`config.mk`:
```
export PLATFORM = sky130hd
export DESIGN_NAME = vcr_ugal_credit_tracker
export DESIGN_NICKNAME = d
export VERILOG_FILES = /design/src/rtl/vcr_ugal_credit_tracker.sv
export SDC_FILE = /design/constraint.sdc
export NUM_CORES = 1
export LEC_CHECK = 0
export CAP_MARGIN = 40
export CORE_MARGIN = 5
export CORE_UTILIZATION = 55
export CTS_BUF_LIST = sky130_fd_sc_hd__clkbuf_8
export DETAILED_ROUTE_END_ITERATION = 12
export MAX_ROUTING_LAYER = met4
export PLACE_DENSITY = 0.89
export SETUP_SLACK_MARGIN = 0.5
export SYNTH_ARGS = -nofsm -noshare
export SYNTH_HDL_FRONTEND = slang
export SYNTH_SLANG_ARGS = --single-unit
```
`constraint.sdc`:
```
create_clock -name clk -period 3.8 [get_ports clk]
set_input_delay 0.57 -clock clk [delete_from_list [all_inputs] [get_ports clk]]
set_output_delay 0.57 -clock clk [all_outputs]
set_load 0.02 [all_outputs]
```
`src/rtl/vcr_ugal_credit_tracker.sv`:
```
// vcr_ugal_credit_tracker: per-channel/per-VC downstream occupancy counters for UGAL; define VCR_UGAL_TRACKER_ERR_EN for sticky error flags
module vcr_ugal_credit_tracker #(
  parameter int num_channels = 6,
  parameter int num_vcs = 2,
  parameter int num_flit_buffers = 8,
  parameter int congestion_threshold = 12,
  localparam int vc_idx_width = $clog2(num_vcs),
  localparam int vc_count_width = $clog2(num_flit_buffers + 1),
  localparam int agg_count_width = $clog2(num_vcs * num_flit_buffers + 1)
) (
  input  logic                                              clk,
  input  logic                                              reset,
  input  logic [num_channels*(2+vc_idx_width)-1:0]          flit_ctrl,
  input  logic [num_channels*(1+vc_idx_width)-1:0]          flow_ctrl,
  output logic [num_channels*num_vcs*vc_count_width-1:0]    vc_count,
  output logic [num_channels*agg_count_width-1:0]           agg_count,
  output logic [num_channels-1:0]                           congested,
  output logic [num_channels-1:0]                           error
);
  localparam int fw = 2 + vc_idx_width;
  localparam int cw = 1 + vc_idx_width;
  localparam int nw = vc_count_width;
  localparam int aw = agg_count_width;
  for (genvar c = 0; c < num_channels; c++) begin : g_ch
    logic f_v, c_v, unused_head;
    logic [vc_idx_width-1:0] f_vc, c_vc;
    logic [num_vcs-1:0] ovf, unf;
    logic [aw-1:0] sum;
    assign f_v = flit_ctrl[c*fw + fw - 1];
    assign f_vc = flit_ctrl[c*fw + 1 +: vc_idx_width];
    assign unused_head = flit_ctrl[c*fw];
    assign c_v = flow_ctrl[c*cw + cw - 1];
    assign c_vc = flow_ctrl[c*cw +: vc_idx_width];
    for (genvar v = 0; v < num_vcs; v++) begin : g_vc
      logic inc, dec;
      logic [nw-1:0] cnt;
      assign inc = f_v && f_vc == vc_idx_width'(v);
      assign dec = c_v && c_vc == vc_idx_width'(v);
      // a matched flit and credit cancel, so saturation only applies to lone events
      assign ovf[v] = inc && !dec && cnt == nw'(num_flit_buffers);
      assign unf[v] = dec && !inc && cnt == '0;
      always_ff @(posedge clk or posedge reset)
        if (reset) cnt <= '0;
        else if (inc && !dec && !ovf[v]) cnt <= cnt + 1'b1;
        else if (dec && !inc && !unf[v]) cnt <= cnt - 1'b1;
      assign vc_count[(c*num_vcs + v)*nw +: nw] = cnt;
    end
    always_comb begin
      sum = '0;
      for (int v = 0; v < num_vcs; v++) sum = sum + aw'(vc_count[(c*num_vcs + v)*nw +: nw]);
    end
    assign agg_count[c*aw +: aw] = sum;
    assign congested[c] = int'(sum) >= congestion_threshold;
`ifdef VCR_UGAL_TRACKER_ERR_EN
    logic err;
    always_ff @(posedge clk or posedge reset)
      if (reset) err <= 1'b0;
      else if (|{ovf, unf}) err <= 1'b1;
    assign error[c] = err;
`else
    logic unused_err;
    assign unused_err = |{ovf, unf};
    assign error[c] = 1'b0;
`endif
  end
endmodule

```
==> After elaboration in Yosys (flattened, before gate mapping) <==
Cells that the tools add are included.
Widths: inputs -> output; s select.
{ "op_classes": {"n_mux": 24, "n_reduce_logical": 168, "eq_ne": 12, "bitwise_logic": 12, "n_lt_le_gt_ge": 6, "add_sub_neg": 30} }
{ "op_table": {"columns": ["cell", "count"], "rows": [
  ["$logic_and 1x1->1", 96],
  ["$mux 4", 24],
  ["$add 4x1->4 const B", 12],
  ["$eq 4x4->1 const B", 12],
  ["$logic_not 1->1", 48],
  ["$logic_not 4->1", 12],
  ["$sub 4x1->4 const B", 12],
  ["$add 4x4->5", 6],
  ["$ge 5x4->1 const B", 6],
  ["$reduce_bool 2->1", 12],
  ["$not 1->1", 12]
]} }
{ "totals": {"input_bits": 32, "register_bits": 48, "wordCells": 264} }

==> Depth between registers and ports, before layout <==
Gate-level depths: netlist of run 1.
{ "depth": {"depth_word": 9, "ltp_mapped": 8} }

==> Least setup slack after synthesis of run 1 <==
No wires, ideal clock.
{ "synth_path": {"path_kind": "register -> output", "startpoint": "register g_ch[5].g_vc[0].cnt[0]", "endpoint": "output congested[5]", "setup_slack_ps": 1125, "path_stages_with_launch": 4, "n_path_buf": 0, "arrival_time_ps": 2105, "required_time_ps": 3230, "cell_sequence": "dfrtp_1 -> ha_1 -> fa_1 -> o311ai_0"} }
{ "synth_between": {"elab_chain_cells": 2} }
{ "synth_lines": {"columns": ["item", "line_no", "rtl"], "rows": [
  ["start, declared", "36", "logic [nw-1:0] cnt;"],
  ["start signal, assigned", "44", "else if (inc && !dec && !ovf[v]) cnt <= cnt + 1'b1;"],
  ["start signal, assigned", "45", "else if (dec && !inc && !unf[v]) cnt <= cnt - 1'b1;"],
  ["$add 4x4->5", "50", "for (int v = 0; v < num_vcs; v++) sum = sum + aw'(vc_count[(c*num_vcs + v)*nw +: nw]);"],
  ["$ge 5x4->1", "53", "assign congested[c] = int'(sum) >= congestion_threshold;"],
  ["end, declared", "17", "output logic [num_channels-1:0] congested,"]
]} }
No other way between the ends.

==> Worst setup path in the final report of run 1 <==
{ "layout_path": {"startpoint": "register g_ch[2].g_vc[0].cnt[0]", "endpoint": "output congested[2]"} }
{ "layout_between": {"elab_chain_cells": 2} }
{ "layout_lines": {"columns": ["item", "line_no"], "rows": [
  ["start, declared", "36"],
  ["start signal, assigned", "44"],
  ["start signal, assigned", "45"],
  ["$add 4x4->5", "50"],
  ["$ge 5x4->1", "53"]
]} }
No other way between the ends.

==> impl_metrics.env, run 1 <==
export IMPL_status="completed"
export IMPL_dr_first_iter_drc_count=141
export IMPL_cp_required_ps=3230
export IMPL_htree_levels=2
export IMPL_drv_slew=0
export IMPL_io_pins=122
export IMPL_maxCapViolations=0
export IMPL_synth_avg_cell_area_um2=9.416
export IMPL_vias=4335
export IMPL_ys_warn_count=0
export IMPL_groute_usage_overall=0.2335
export IMPL_rsz0062_at_grt="false"
export IMPL_final_setup_tns_ps=0
export IMPL_placed_cell_area_um2=5958
export IMPL_grt_pass1_vias=4417
export IMPL_antenna_cells=0
export IMPL_area_delta_synth_final_pct=27.55
export IMPL_drtAntennaViolNets=0
export IMPL_reg2reg_from="g_ch[2].g_vc[0].cnt[1]"
export IMPL_holdCritPathClass="reg2reg"
export IMPL_finalSetupViolations=0
export IMPL_synth_edf_count=0
export IMPL_worstPathMaxFanout=7
export IMPL_endpoint_kind="primary output"
export IMPL_drive_gt1_frac=0.06935
export IMPL_finalHoldViolCount=0
export IMPL_hold_start="g_ch[0].g_vc[1].cnt[0]"
export IMPL_cp_cell_sequence="ha_1, fa_1, o311ai_0, clkdlybuf4s50_1"
export IMPL_ys_ff_latch=48
export IMPL_tightest_slew_ps=549.2
export IMPL_ff_latch_area_um2=1206
export IMPL_multi_input_area_um2=3406
export IMPL_cp_startpoint="g_ch[2].g_vc[0].cnt[0]"
export IMPL_drt_total_wl_mm=11.89
export IMPL_skew_ps=4.755
export IMPL_netlist_area_um2=4746
export IMPL_die_y_um=102.9
export IMPL_cts_buffers=5
export IMPL_fillCellCount=632
export IMPL_final_util=0.7294
export IMPL_clockBufferDepth=2
export IMPL_routabilityCongestion=0.8831
export IMPL_synth_largest_area_cell="dfrtp_1"
export IMPL_dieArea_um2=10590
export IMPL_synth_cell_type_count=43
export IMPL_dr_pass1_iters=5
export IMPL_reg_top3="g_ch.g_vc.cnt x48"
export IMPL_grt_max_degree=27
export IMPL_largest_register_ffs=48
export IMPL_yosysTopAreaCellShare=0.2531
export IMPL_io_buffer_count=109
export IMPL_clkSinkCount=48
export IMPL_clkLatencyLatePin_ps=300
export IMPL_antenna_found_initial=0
export IMPL_design_area_um2=6053
export IMPL_hpwlAfterDp_mm=9.349
export IMPL_arrival_ps=2620
export IMPL_cts_clk_slew_worst_paths_ps=90
export IMPL_cts_root_buffer="clkbuf_8"
export IMPL_coreArea_um2=8299
export IMPL_cts_hold_buf=0
export IMPL_seq_area_frac_synth=0.2531
export IMPL_via_per_inst=5.979
export IMPL_path_class="reg2out"
export IMPL_post_route_drc_count=0
export IMPL_routedWlPerCell_um=16.40
export IMPL_fp_dieW_um=102.9
export IMPL_synthArstFlopShare=1.000
export IMPL_cpPeakStageDelay_ps=680
export IMPL_crit_slowest_cell="clkdlybuf4s50_1"
export IMPL_finalCritPeriodShare=0.8407
export IMPL_cp_start_kind="flip-flop"
export IMPL_placementRows=33
export IMPL_clock_fmax_ghz=0.3130
export IMPL_synthCells=504
export IMPL_synth_ff_type="dfrtp_1"
export IMPL_grt_pass1_wl_mm=19.78
export IMPL_cts_tree="built"
export IMPL_finalCriticalPeriod_ps=3194
export IMPL_initial_utilization=0.5718
export IMPL_gr_total_overflow=0
export IMPL_nets=717
export IMPL_top_register="g_ch.g_vc.cnt"
export IMPL_synth_area_leaders="dfrtp_1, ha_1, fa_1, mux4_2, a21o_1"
export IMPL_slew_headroom=0.6334
-- synthesized netlist by cell type, drive strengths merged (3+ instances only) --
cell type  number
mux2i           4
nor2           33
o21bai          6
and2            6
a21o           27
ha             48
a221oi          4
xor2           14
nor3           12
xnor2          21
o2111a          3
nor4           11
a21oi          35
fa             18
o211ai          3
o311ai          3
mux4           12
mux2           14
inv            29
nand2b         22
o21ai          24
or3             8
o22ai           4
nand3          15
dfrtp          48
nand2          42
buf             6
a2bb2oi         7
nor2b          11
-- what timing repair did --
| action | in CTS | in global routing |
|---|---|---|
| buffers inserted | 0 | 0 |
| setup endpoints to repair | 0 | 3 |
| resized for setup | 0 | 4 |
-- cell usage in the layout (no fill, tap or decap), types with 21 or more instances in the layout --
cell and count:
a21o_1 27, a21oi_1 35, clkdlybuf4s50_1 109, dfrtp_1 44, ha_1 48, inv_1 30
nand2_1 41, nand2b_1 22, nor2_1 31, o21ai_0 24, xnor2_1 21
-- path summary, 6_finish.rpt --
kind	endpoint	slack, ps	cells past startpoint
worst max-delay path	congested[2]	610	4
worst min-delay path	g_ch[0].g_vc[1].cnt[0]	620	1
worst max register to register	g_ch[2].g_vc[0].cnt[3]	1360	7
worst min register to register	g_ch[0].g_vc[1].cnt[0]	620	1
max in group asynchronous	g_ch[2].g_vc[1].cnt[1]	2640	3
min in group asynchronous	g_ch[4].g_vc[1].cnt[2]	630	2
-- layout make-up --
cell class                 count  area share
clock inverter                 2    0.001240
tap                          105     0.02170
sequential                    48      0.1993
clock buffer                   6     0.01364
multi-input combinational    425      0.5626
timing repair buffer         110      0.1835
inverter                      29     0.01798
-- through the flow --
| step | hold WS, ps | instances | worst slack (ps) |
|---|---|---|---|
| after detailed placement | 613.0 | 717 | 774.4 |
| final | 620.7 | 725 | 605.5 |
| after floorplan | 688.4 | 509 | 1125 |
| after global routing | 652.2 | 725 | 506.4 |
| after global placement | 624.7 | 716 | 855.7 |
| after CTS | 636.0 | 725 | 613.3 |
-- worst max-delay path, delay by kind of cell (launching register included) --
kind	cells	cell delay, ps
DFF	1	490
adders and majority gates	2	750
buffers and inverters	1	680
AOI/OAI and AO/OA	1	410
-- cell families after synthesis --
group,count (synthesis),synth area share
buf+inv,36,0.03322
fa+ha+maj,66,0.2025
compound gates,126,0.1761
xor+xnor,35,0.06459
flops,48,0.2531
mux,30,0.09860
other cells,1,0.0007902
simple gates,162,0.1711
-- metal layers --
| metal | global-route usage | vias to the layer above | part of all wire |
|---|---|---|---|
| met5 | - | - | 0 |
| met4 | 0.07470 | 0 | 0.019 |
| met3 | 0.02436 | 26 | 0.056 |
| met2 | 0.4144 | 158 | 0.52 |
| met1 | 0.2774 | 2087 | 0.41 |
| li1 | - | 2064 | - |
Power of run 1 is left out: the tool's default activity adds up to more than one toggle a clock period on the data nets, which glitch-free logic cannot reach.
==> run 2: changes to the inputs <==
Settings changed: CORE_UTILIZATION 55 to 51, PLACE_DENSITY 0.89 to 0.83.
Clock period 3.8 ns to 3.1 ns, I/O delays scaled along.
==> run 2 against run 1 <==
  * Cell count is 3.6% higher
  * Final area grew 3.2%
  * Die area up 7.1%
  * Via count up 0.92%
  * Sequential cell count unchanged
  * Critical path depth rose by 1
  * Clock skew rose by 8.3 ps
  * Utilization decreased by 4.7 points
  * Worst hold slack lost 110 ps
  * First-iteration DRC count rose by 14%
  * Sequential share of layout area is 0.39 points lower
==> impl_metrics.env, run 2 (synthesis gave the netlist of run 1 again) <==
export IMPL_status="completed"
export IMPL_finalCritPeriodShare=0.8265
export IMPL_cp_required_ps=2630
export IMPL_vias=4375
export IMPL_dr_pass1_iters=6
export IMPL_hpwlAfterDp_mm=9.166
export IMPL_grt_pass1_wl_mm=20.14
export IMPL_clkLatencyLatePin_ps=310
export IMPL_clockBufferDepth=2
export IMPL_groute_usage_overall=0.2160
export IMPL_maxCapViolations=0
export IMPL_routedWlPerCell_um=15.78
export IMPL_multi_input_area_um2=3473
export IMPL_nets=737
export IMPL_path_class="reg2out"
export IMPL_placementRows=35
export IMPL_cp_cell_sequence="ha_1, inv_1, fa_1, inv_1, clkdlybuf4s50_1"
export IMPL_io_buffer_count=109
export IMPL_holdCritPathClass="in2async"
export IMPL_coreArea_um2=9153
export IMPL_finalCriticalPeriod_ps=2562
export IMPL_skew_ps=13.10
export IMPL_routabilityCongestion=0.9303
export IMPL_post_route_drc_count=0
export IMPL_top_register="g_ch.g_vc.cnt"
export IMPL_worstPathMaxFanout=2
export IMPL_dieArea_um2=11330
export IMPL_final_common_cell="clkdlybuf4s50_1"
export IMPL_initial_utilization=0.5185
export IMPL_finalHoldViolCount=0
export IMPL_area_delta_synth_final_pct=31.69
export IMPL_crit_top_cell="inv_1"
export IMPL_htree_levels=2
export IMPL_antenna_found_initial=0
export IMPL_final_setup_tns_ps=0
export IMPL_die_y_um=106.5
export IMPL_dr_first_iter_drc_count=161
export IMPL_ff_latch_area_um2=1221
export IMPL_fp_dieW_um=106.5
export IMPL_finalSetupViolations=0
export IMPL_via_per_inst=5.826
export IMPL_antenna_cells=0
export IMPL_cts_root_buffer="clkbuf_8"
export IMPL_drive_gt1_frac=0.1578
export IMPL_cp_start_kind="flip-flop"
export IMPL_endpoint_kind="primary output"
export IMPL_rsz0062_at_grt="true"
export IMPL_layout_common_cells="clkdlybuf4s50_1, ha_1, nand2_1"
export IMPL_fillCellCount=759
export IMPL_reg_top3="g_ch.g_vc.cnt x48"
export IMPL_largest_register_ffs=48
export IMPL_grt_max_degree=49
export IMPL_drt_total_wl_mm=11.85
export IMPL_io_pins=122
export IMPL_drv_slew=0
export IMPL_cts_hold_buf=0
export IMPL_drtAntennaViolNets=0
export IMPL_cts_buffers=5
export IMPL_cts_clk_slew_worst_paths_ps=100
export IMPL_cts_tree="built"
export IMPL_clock_fmax_ghz=0.3903
export IMPL_grt_pass1_vias=4467
export IMPL_crit_slowest_cell="clkdlybuf4s50_1"
export IMPL_cpPeakStageDelay_ps=600
export IMPL_arrival_ps=2100
export IMPL_clkSinkCount=48
export IMPL_gr_total_overflow=0
## run 2: changes by cell type in the layout (fill, tap and decap cells not counted), sizes merged, moves of 2 or more
cell,before,now
buf,1,22
clkbuf,6,12
clkdlybuf4s15,0,3
clkdlybuf4s50,109,80
dlygate4sd2,0,17
dlymetal6s2s,0,2
## run 2: path summary, 6_finish.rpt
| check | startpoint | end | slack (ps) | depth (start not counted) |
|---|---|---|---|---|
| hold / removal | reset | g_ch[3].g_vc[1].cnt[3] | 510 | 3 |
| max in group asynchronous | reset | g_ch[1].g_vc[0].cnt[1] | 2330 | 3 |
| min in group clk | g_ch[5].g_vc[0].cnt[0] | g_ch[5].g_vc[0].cnt[0] | 560 | 1 |
| setup reg to reg | g_ch[3].g_vc[1].cnt[0] | g_ch[3].g_vc[1].cnt[3] | 650 | 8 |
| hold reg to reg | g_ch[5].g_vc[0].cnt[0] | g_ch[5].g_vc[0].cnt[0] | 560 | 1 |
| setup / recovery | g_ch[1].g_vc[0].cnt[0] | agg_count[6] | 540 | 5 |
## run 2: area by class of cell
| class | instances | area share |
|---|---|---|
| multi-input combinational | 425 | 0.5558 |
| sequential | 48 | 0.1954 |
| timing repair buffer | 130 | 0.1938 |
| tap | 111 | 0.02222 |
| inverter | 29 | 0.01742 |
| clock buffer | 6 | 0.01321 |
| clock inverter | 2 | 0.002202 |
## run 2: layer usage
| metal | vias to the layer above | global-route usage | part of all wire |
|---|---|---|---|
| li1 | 2090 | - | - |
| met1 | 2142 | 0.2587 | 0.42 |
| met4 | 0 | 0.04110 | 0.0088 |
| met3 | 12 | 0.03036 | 0.048 |
| met5 | - | - | 0 |
| met2 | 131 | 0.3910 | 0.53 |
## run 2: critical path: cells and delay by family, from the launching register on
kind	cells	cell delay, ps
buffers and inverters	3	740
adders and majority gates	2	650
DFF	1	410
## run 2: repair_timing
item | CTS | global route
endpoints found under the setup margin | 27 | 20
setup buffers | 2 | 10
pin swaps | 0 | 2
gates resized for setup | 49 | 38
## run 2: metrics by stage
stage	instances	hold slack, ps	utilization	worst slack [ps]	instance area, um^2
floorplan	509	636.7	-	530.3	4765
global placement	731	602.6	0.6584	261.3	6026
detailed placement	731	610.3	0.6584	165.6	6026
CTS	741	517.1	0.6699	396.3	6131
global route	751	559.7	0.6828	429.6	6250
finish	751	511.2	0.6828	537.9	6250
Power of run 2 is left out for the same reason.
